## src/rtl/cmp_pkg.sv

```systemverilog
// Shared types and helpers for the bit-serial magnitude comparator.
package cmp_pkg;

  typedef enum logic [1:0] {
    IDLE = 2'd0,
    RUN  = 2'd1,
    DONE = 2'd2
  } state_e;

  // Ceiling log2, usable in parameter expressions.
  function automatic int clog2(input int value);
    int r;
    r = 0;
    for (int i = 0; i < 31; i++) begin
      if ((32'sd1 <<< i) < value) r = i + 1;
    end
    return r;
  endfunction

endpackage

```

## src/rtl/comp_bit_cell.sv

```systemverilog
// One-bit magnitude compare cell: less, equal, greater for a single bit pair.
module comp_bit_cell (
  input  logic a,
  input  logic b,
  output logic l,
  output logic e,
  output logic g
);

  assign l = ~a & b;
  assign e = a ~^ b;
  assign g = a & ~b;

endmodule

```

## src/rtl/serial_mag_comparator.sv

```systemverilog
// Bit-serial unsigned magnitude comparator, MSB first, driving one comp_bit_cell.
module serial_mag_comparator
  import cmp_pkg::*;
#(
  parameter int WIDTH      = 8,
  parameter int EARLY_EXIT = 1,
  localparam int CW        = clog2(WIDTH + 1)
) (
  input  logic             clk,
  input  logic             rst,
  input  logic             start,
  input  logic [WIDTH-1:0] a_in,
  input  logic [WIDTH-1:0] b_in,
  output logic             busy,
  output logic             done,
  output logic             lt,
  output logic             eq,
  output logic             gt,
  output logic [CW-1:0]    cycles
);

  localparam int CNTW = (clog2(WIDTH) < 1) ? 1 : clog2(WIDTH);

  state_e           state_r;
  logic [WIDTH-1:0] sa_r;
  logic [WIDTH-1:0] sb_r;
  logic [CNTW-1:0]  cnt_r;
  logic             sticky_r;
  logic             sticky_lt_r;
  logic             sticky_gt_r;
  logic             cell_l_s;
  logic             cell_e_s;
  logic             cell_g_s;

  comp_bit_cell u_cell (
    .a (sa_r[WIDTH-1]),
    .b (sb_r[WIDTH-1]),
    .l (cell_l_s),
    .e (cell_e_s),
    .g (cell_g_s)
  );

  // Control FSM, operand shifters, sticky first-difference flag and result flops.
  always_ff @(posedge clk) begin
    if (rst) begin
      state_r     <= IDLE;
      sa_r        <= {WIDTH{1'b0}};
      sb_r        <= {WIDTH{1'b0}};
      cnt_r       <= {CNTW{1'b0}};
      sticky_r    <= 1'b0;
      sticky_lt_r <= 1'b0;
      sticky_gt_r <= 1'b0;
      busy        <= 1'b0;
      done        <= 1'b0;
      lt          <= 1'b0;
      eq          <= 1'b0;
      gt          <= 1'b0;
      cycles      <= {CW{1'b0}};
    end else begin
      case (state_r)
        IDLE: begin
          done <= 1'b0;
          if (start) begin
            sa_r        <= a_in;
            sb_r        <= b_in;
            cnt_r       <= CNTW'(WIDTH - 1);
            cycles      <= {CW{1'b0}};
            sticky_r    <= 1'b0;
            sticky_lt_r <= 1'b0;
            sticky_gt_r <= 1'b0;
            lt          <= 1'b0;
            eq          <= 1'b0;
            gt          <= 1'b0;
            busy        <= 1'b1;
            state_r     <= RUN;
          end
        end
        RUN: begin
          cycles <= cycles + CW'(1);
          if ((EARLY_EXIT != 0) && !cell_e_s) begin
            lt      <= cell_l_s;
            gt      <= cell_g_s;
            eq      <= 1'b0;
            busy    <= 1'b0;
            done    <= 1'b1;
            state_r <= DONE;
          end else begin
            if (!sticky_r && !cell_e_s) begin
              sticky_r    <= 1'b1;
              sticky_lt_r <= cell_l_s;
              sticky_gt_r <= cell_g_s;
            end
            sa_r <= sa_r << 1;
            sb_r <= sb_r << 1;
            if (cnt_r == {CNTW{1'b0}}) begin
              // The last bit still counts if no earlier bit differed.
              if (sticky_r) begin
                lt <= sticky_lt_r;
                gt <= sticky_gt_r;
                eq <= 1'b0;
              end else begin
                lt <= cell_l_s;
                gt <= cell_g_s;
                eq <= cell_e_s;
              end
              busy    <= 1'b0;
              done    <= 1'b1;
              state_r <= DONE;
            end else begin
              cnt_r <= cnt_r - CNTW'(1);
            end
          end
        end
        DONE: begin
          done    <= 1'b0;
          state_r <= IDLE;
        end
        default: begin
          busy    <= 1'b0;
          done    <= 1'b0;
          state_r <= IDLE;
        end
      endcase
    end
  end

endmodule

```

## config.mk

```make
export PLATFORM = sky130hd
export DESIGN_NAME = serial_mag_comparator
export DESIGN_NICKNAME = d
export VERILOG_FILES = /design/src/rtl/cmp_pkg.sv /design/src/rtl/comp_bit_cell.sv /design/src/rtl/serial_mag_comparator.sv
export SDC_FILE = /design/constraint.sdc
export NUM_CORES = 1
export LEC_CHECK = 0
export BUFFER_PORTS_ARGS = -buffer_cell sky130_fd_sc_hd__clkbuf_2
export CAP_MARGIN = 30
export CORE_ASPECT_RATIO = 1.25
export CORE_MARGIN = 4
export CORE_UTILIZATION = 50
export CTS_CLUSTER_SIZE = 24
export DETAILED_ROUTE_END_ITERATION = 10
export PLACE_DENSITY = 0.81
export SYNTH_ARGS = -nofsm -noshare
export SYNTH_HDL_FRONTEND = slang
export SYNTH_SLANG_ARGS = --single-unit
```

## constraint.sdc

```tcl
create_clock -name clk -period 4.6 [get_ports clk]
set_clock_uncertainty 0.05 [all_clocks]
set_input_delay 0.23 -clock clk [delete_from_list [all_inputs] [get_ports clk]]
set_output_delay 0.23 -clock clk [all_outputs]
set_load 0.02 [all_outputs]
```

-- Yosys cells after proc, flatten, opt, wreduce, memory -nomap -nowiden
Index checks and enable logic that the tools add are counted.
- shift-type cells: 0
- divide/modulo/power cells: 0
- equal/unequal tests: 8
- $add $sub $neg: 2
- mux-type cells: 44
- reductions and logical operators: 14
- bitwise operators: 7
- order comparisons: 0
- multipliers: 0
- operator list (operator ; count):
    $mux 8 ; 4
    $pmux 8 s2 ; 2
    $mux 1 ; 21
    $pmux 1 s2 ; 6
    $mux 3 ; 3
    $reduce_and 3->1 ; 3
    $ne 2x2->1 const B ; 4
    $pmux 4 s2 ; 1
    $reduce_and 4->1 ; 2
    $mux 2 ; 3
    $pmux 3 s2 ; 1
    $add 4x1->4 const B ; 1
    $mux 4 ; 1
    $not 1->1 ; 4
    $pmux 2 s2 ; 1
    $reduce_and 2->1 ; 2
    $logic_not 3->1 ; 1
    $ne 3x3->1 const B ; 1
    $pmux 1 s3 ; 1
    $sub 3x1->3 const B ; 1
    $and 1x1->1 ; 2
    $eq 2x1->1 const B ; 1
    $eq 2x2->1 const B ; 1
    $logic_not 1->1 ; 2
    6 further kinds ; 6
- latch bits: 0
- input port bits: 19
- ROM bits: 0
- bits in writable memories: 0
- output and inout port bits: 9
- memories: 0
- register bits after elaboration: 33

-- Logic depth before layout (Yosys ltp)
- depth after elaboration: 6
- depth in mapped cells: 6
- depth with buffers taken out: 5

-- By module
From an unflattened synthesis, not the netlist that was laid out.
- cell total of the unflattened synthesis: 156
- area total of the unflattened synthesis: 1461.4 um^2
- modules (own cells, without submodules) (module ; area each (um^2) ; times used ; cells each):
    serial_mag_comparator ; 1428.9 ; 1 ; 152
    comp_bit_cell ; 32.5 ; 1 ; 4

-- Worst setup path after synthesis
No wires, ideal clock.
- kind: reg-to-reg
- start: register sb_r[7]
- end: register sa_r[1]
- cell stages (with the launch flop): 7
- arrival time: 1.435 ns
- required time: 4.431 ns
- library setup time: 0.119 ns
- path slack: 2.996 ns
- path buffers: 1
- period minus slack after synthesis: 1.604 ns
- cell sequence: dfxtp_1 > inv_1 > ha_1 > mux2i_1 > nor2_1 > buf_2 > o221a_2
- cells in the longest elaborated chain, start to end: 3
- RTL lines (element ; line ; source):
    from (decl) ; serial_mag_comparator.sv:26 ; logic [WIDTH-1:0] sb_r;
    from (signal assigned) ; serial_mag_comparator.sv:48 ; sb_r <= {WIDTH{1'b0}};
    from (signal assigned) ; serial_mag_comparator.sv:65 ; sb_r <= b_in;
    from (signal assigned) ; serial_mag_comparator.sv:94 ; sb_r <= sb_r << 1;
    $xnor 1x1->1 ; comp_bit_cell.sv:11 ; assign e = a ~^ b;
    $ne 2x2->1 (no line) ; n/a ;
    $reduce_and 3->1 (no line) ; n/a ;
    to (signal assigned) ; serial_mag_comparator.sv:47 ; sa_r <= {WIDTH{1'b0}};
    to (signal assigned) ; serial_mag_comparator.sv:64 ; sa_r <= a_in;
    to (signal assigned) ; serial_mag_comparator.sv:93 ; sa_r <= sa_r << 1;
    to (decl) ; serial_mag_comparator.sv:25 ; logic [WIDTH-1:0] sa_r;
No other way between the ends.
A chain may end at the register's enable or synchronous reset.

-- Final worst setup path
- start: register sb_r[7]
- end: register sa_r[5]
The elaborated chain is that of the path after synthesis.

==> results.cfg <==
[status]
status = finished, final reports clean

[synth]
async_flop_share_pct = 0
synth_cell_types = 33
synth_edf_count = 0
synth_seq_area_share_pct = 45.48
synth_top_area_share_pct = 45.48
synth.avg_cell_area_um2 = 9.433
yosys.area.top_type = dfxtp_1
synth_nets = 178
yosys-top-cells-area = dfxtp_1 (45%), o221a_2 (11%), a21oi_1 (6.9%)
synth_area_um2 = 1453
synth_common_cells = dfxtp_1 (33), inv_1 (23), a21oi_1 (20)
synth_ff_type = dfxtp_1
synth_most_common_cell = dfxtp_1
synth_warnings = 0
synth_cells = 154
ys_seq_elements = 33

[clock_tree]
post_cts_resized = 0
cts_buffers = 5
cts_sinks = 33
cts_tree = yes
insertion_delay_ns = 0.33
clock_path_buffers = 2
ctsHoldBuffers = 0
htreeDepth = 2
cts-root-buf = clkbuf_4
post_cts_buffers = 0
cts.clk_slew.worst_paths_ns = 0.11

[critical_path]
endpoint = sa_r[5]
timing.rr.start = sb_r[7]
cp-end-kind = register
critPathLaunch = sb_r[7]
path_class = reg -> reg
reg2reg_slack_ns = 2.47
worstReg2RegEnd = sa_r[5]
required_ns = 4.83
worstRegToRegCells = 5
arrival_ns = 2.36
crit_fanout = 14
worstSetupStartpointType = register

[floorplanning]
ios = 28
fp.dieW_um = 56.21
design.core.area_um2 = 2733
die_y_um = 68.27
start_util_pct = 53.16
rows = 21
die-area_um2 = 3837

[grt]
grt_pass1_wl_mm = 4.947
grt_max_degree = 35
grt_pass1_vias = 1100
grt_use_total_pct = 16.53
grt_antenna_before_repair = 0
gr-total-overflow = 0

[power]
p_int_mw = 0.5076
ir_drop_v = 0.0002687
power_mw = 0.7064
switching_share_pct = 28.14
power_density_nw_per_um2 = 419.8
power_leakage_nw = 0.7705
p_sw_mw = 0.1988
p_seq_share_pct = 48.5
p_clk_share_pct = 32.3
combPwrFrac_pct = 19.2

[final_layout]
syn_to_final_growth_pct = 15.85
fin_util_pct = 61.58
insertedDiodeCount = 0
drive_gt1_share_pct = 29.44
nets = 203

[timing]
post-route-period-util_pct = 46.21
fmax_ghz = 0.4705
post-route-min-period_ns = 2.125
hold_viol = 0
rsz0062_at_grt = no
maxSlewViolCount = 0
relSlewSlack_pct = 39.96
setup_viol = 0
tightest_slew_ns = 0.8973
setup-tns-final_ns = 0

[route]
route.detailed.drc = 0
drt_iter0_markers = 44
avgViaCountPerCell = 5.472
antenna_left = 0
wl_per_cell_um = 13.96
wl_mm = 2.987
vias = 1171
dr.pass1.iters = 4

[run]
cap_violations = 0

[place]
gp_congestion = 0.7284
io_buffers = 27
dpl.hpwl_mm = 2.098

[hold_path]
hp-class = in -> reg
-- routing by layer --
metal	vias to the layer above	GRT usage, %	wire, um	part of all wire, %
met5	-	0	0	0
met4	0	5.638	38	1.3
met3	6	5.660	147	4.9
met2	26	28.95	1470	49
met1	541	18.94	1331	45
li1	598	-	-	-
-- worst max-delay path, cell delays in order (launching register included) --
cell and delay (ns):
dfxtp_1 0.38, inv_1 0.06, ha_1 0.39, mux2i_1 0.14
nor2_1 0.71, o221a_2 0.35
-- how the worst min path moves through the flow --
| stage | slack (ns) | depth (start not counted) | to | from |
|---|---|---|---|---|
| finish | 0.08 | 3 | sb_r[0] | b_in[0] |
| global route | 0.07 | 3 | sa_r[0] | a_in[0] |
| CTS | 0.07 | 3 | sa_r[0] | a_in[0] |
| detailed placement | 0.40 | 1 | sticky_gt_r | sticky_gt_r |
| global placement | 0.39 | 1 | sticky_lt_r | sticky_lt_r |
| floorplan | 0.32 | 2 | sa_r[0] | a_in[0] |
-- metrics by stage --
step                cells  worst slack, ns  instance area [um2]  hold WS, ns
finish                214            2.475                 1683      0.08124
floorplan             154            2.996                 1453       0.3205
global placement      205            2.646                 1587       0.3949
global route          214            2.307                 1683      0.06998
CTS                   214            2.497                 1683      0.07177
detailed placement    206            2.520                 1598       0.4028
-- registers in the layout, indices dropped and copies added (netlist names), 2 cells and up --
name	cells
sa_r	8
sb_r	8
cycles	4
cnt_r	3
state_r	2
-- cells in the final DEF (no fill, tap or decap), types with 5 or more instances in the layout --
| master | synthesis | routed |
|---|---|---|
| dfxtp_1 | 33 | 33 |
| clkbuf_2 | 0 | 27 |
| inv_1 | 23 | 23 |
| a21oi_1 | 20 | 20 |
| o221a_2 | 14 | 14 |
| nor2_1 | 5 | 5 |
| nand2_1 | 5 | 5 |
| ha_1 | 5 | 5 |
| clkbuf_4 | 0 | 5 |
-- layout make-up --
cell class / count / area [um2]
Inverter: 23 / 86.33
Sequential cell: 33 / 660.6
Clock inverter: 1 / 30.03
Timing Repair Buffer: 28 / 146.4
Clock buffer: 7 / 55.05
Fill cell: 251 / 1050
Tap cell: 34 / 42.54
Multi-Input combinational cell: 88 / 661.9
-- power by group through the flow --
stage               Clock, mW  Combinational (mW)  Sequential, mW
global route            0.246               0.152           0.347
CTS                     0.231               0.136           0.342
finish                  0.228               0.136           0.343
detailed placement          0               0.135           0.349
global placement            0               0.126           0.346
floorplan                   0               0.103           0.344
-- logic make-up after synthesis --
group,after synthesis,synth area share [%]
adders and majority gates,5,4.307
buffers and inverters,33,9.302
AOI/OAI and AO/OA,49,26.10
DFF,33,45.48
and+or+nand+nor,30,11.97
muxes,4,2.842
Note: power is estimated with default switching activity, not from simulation.
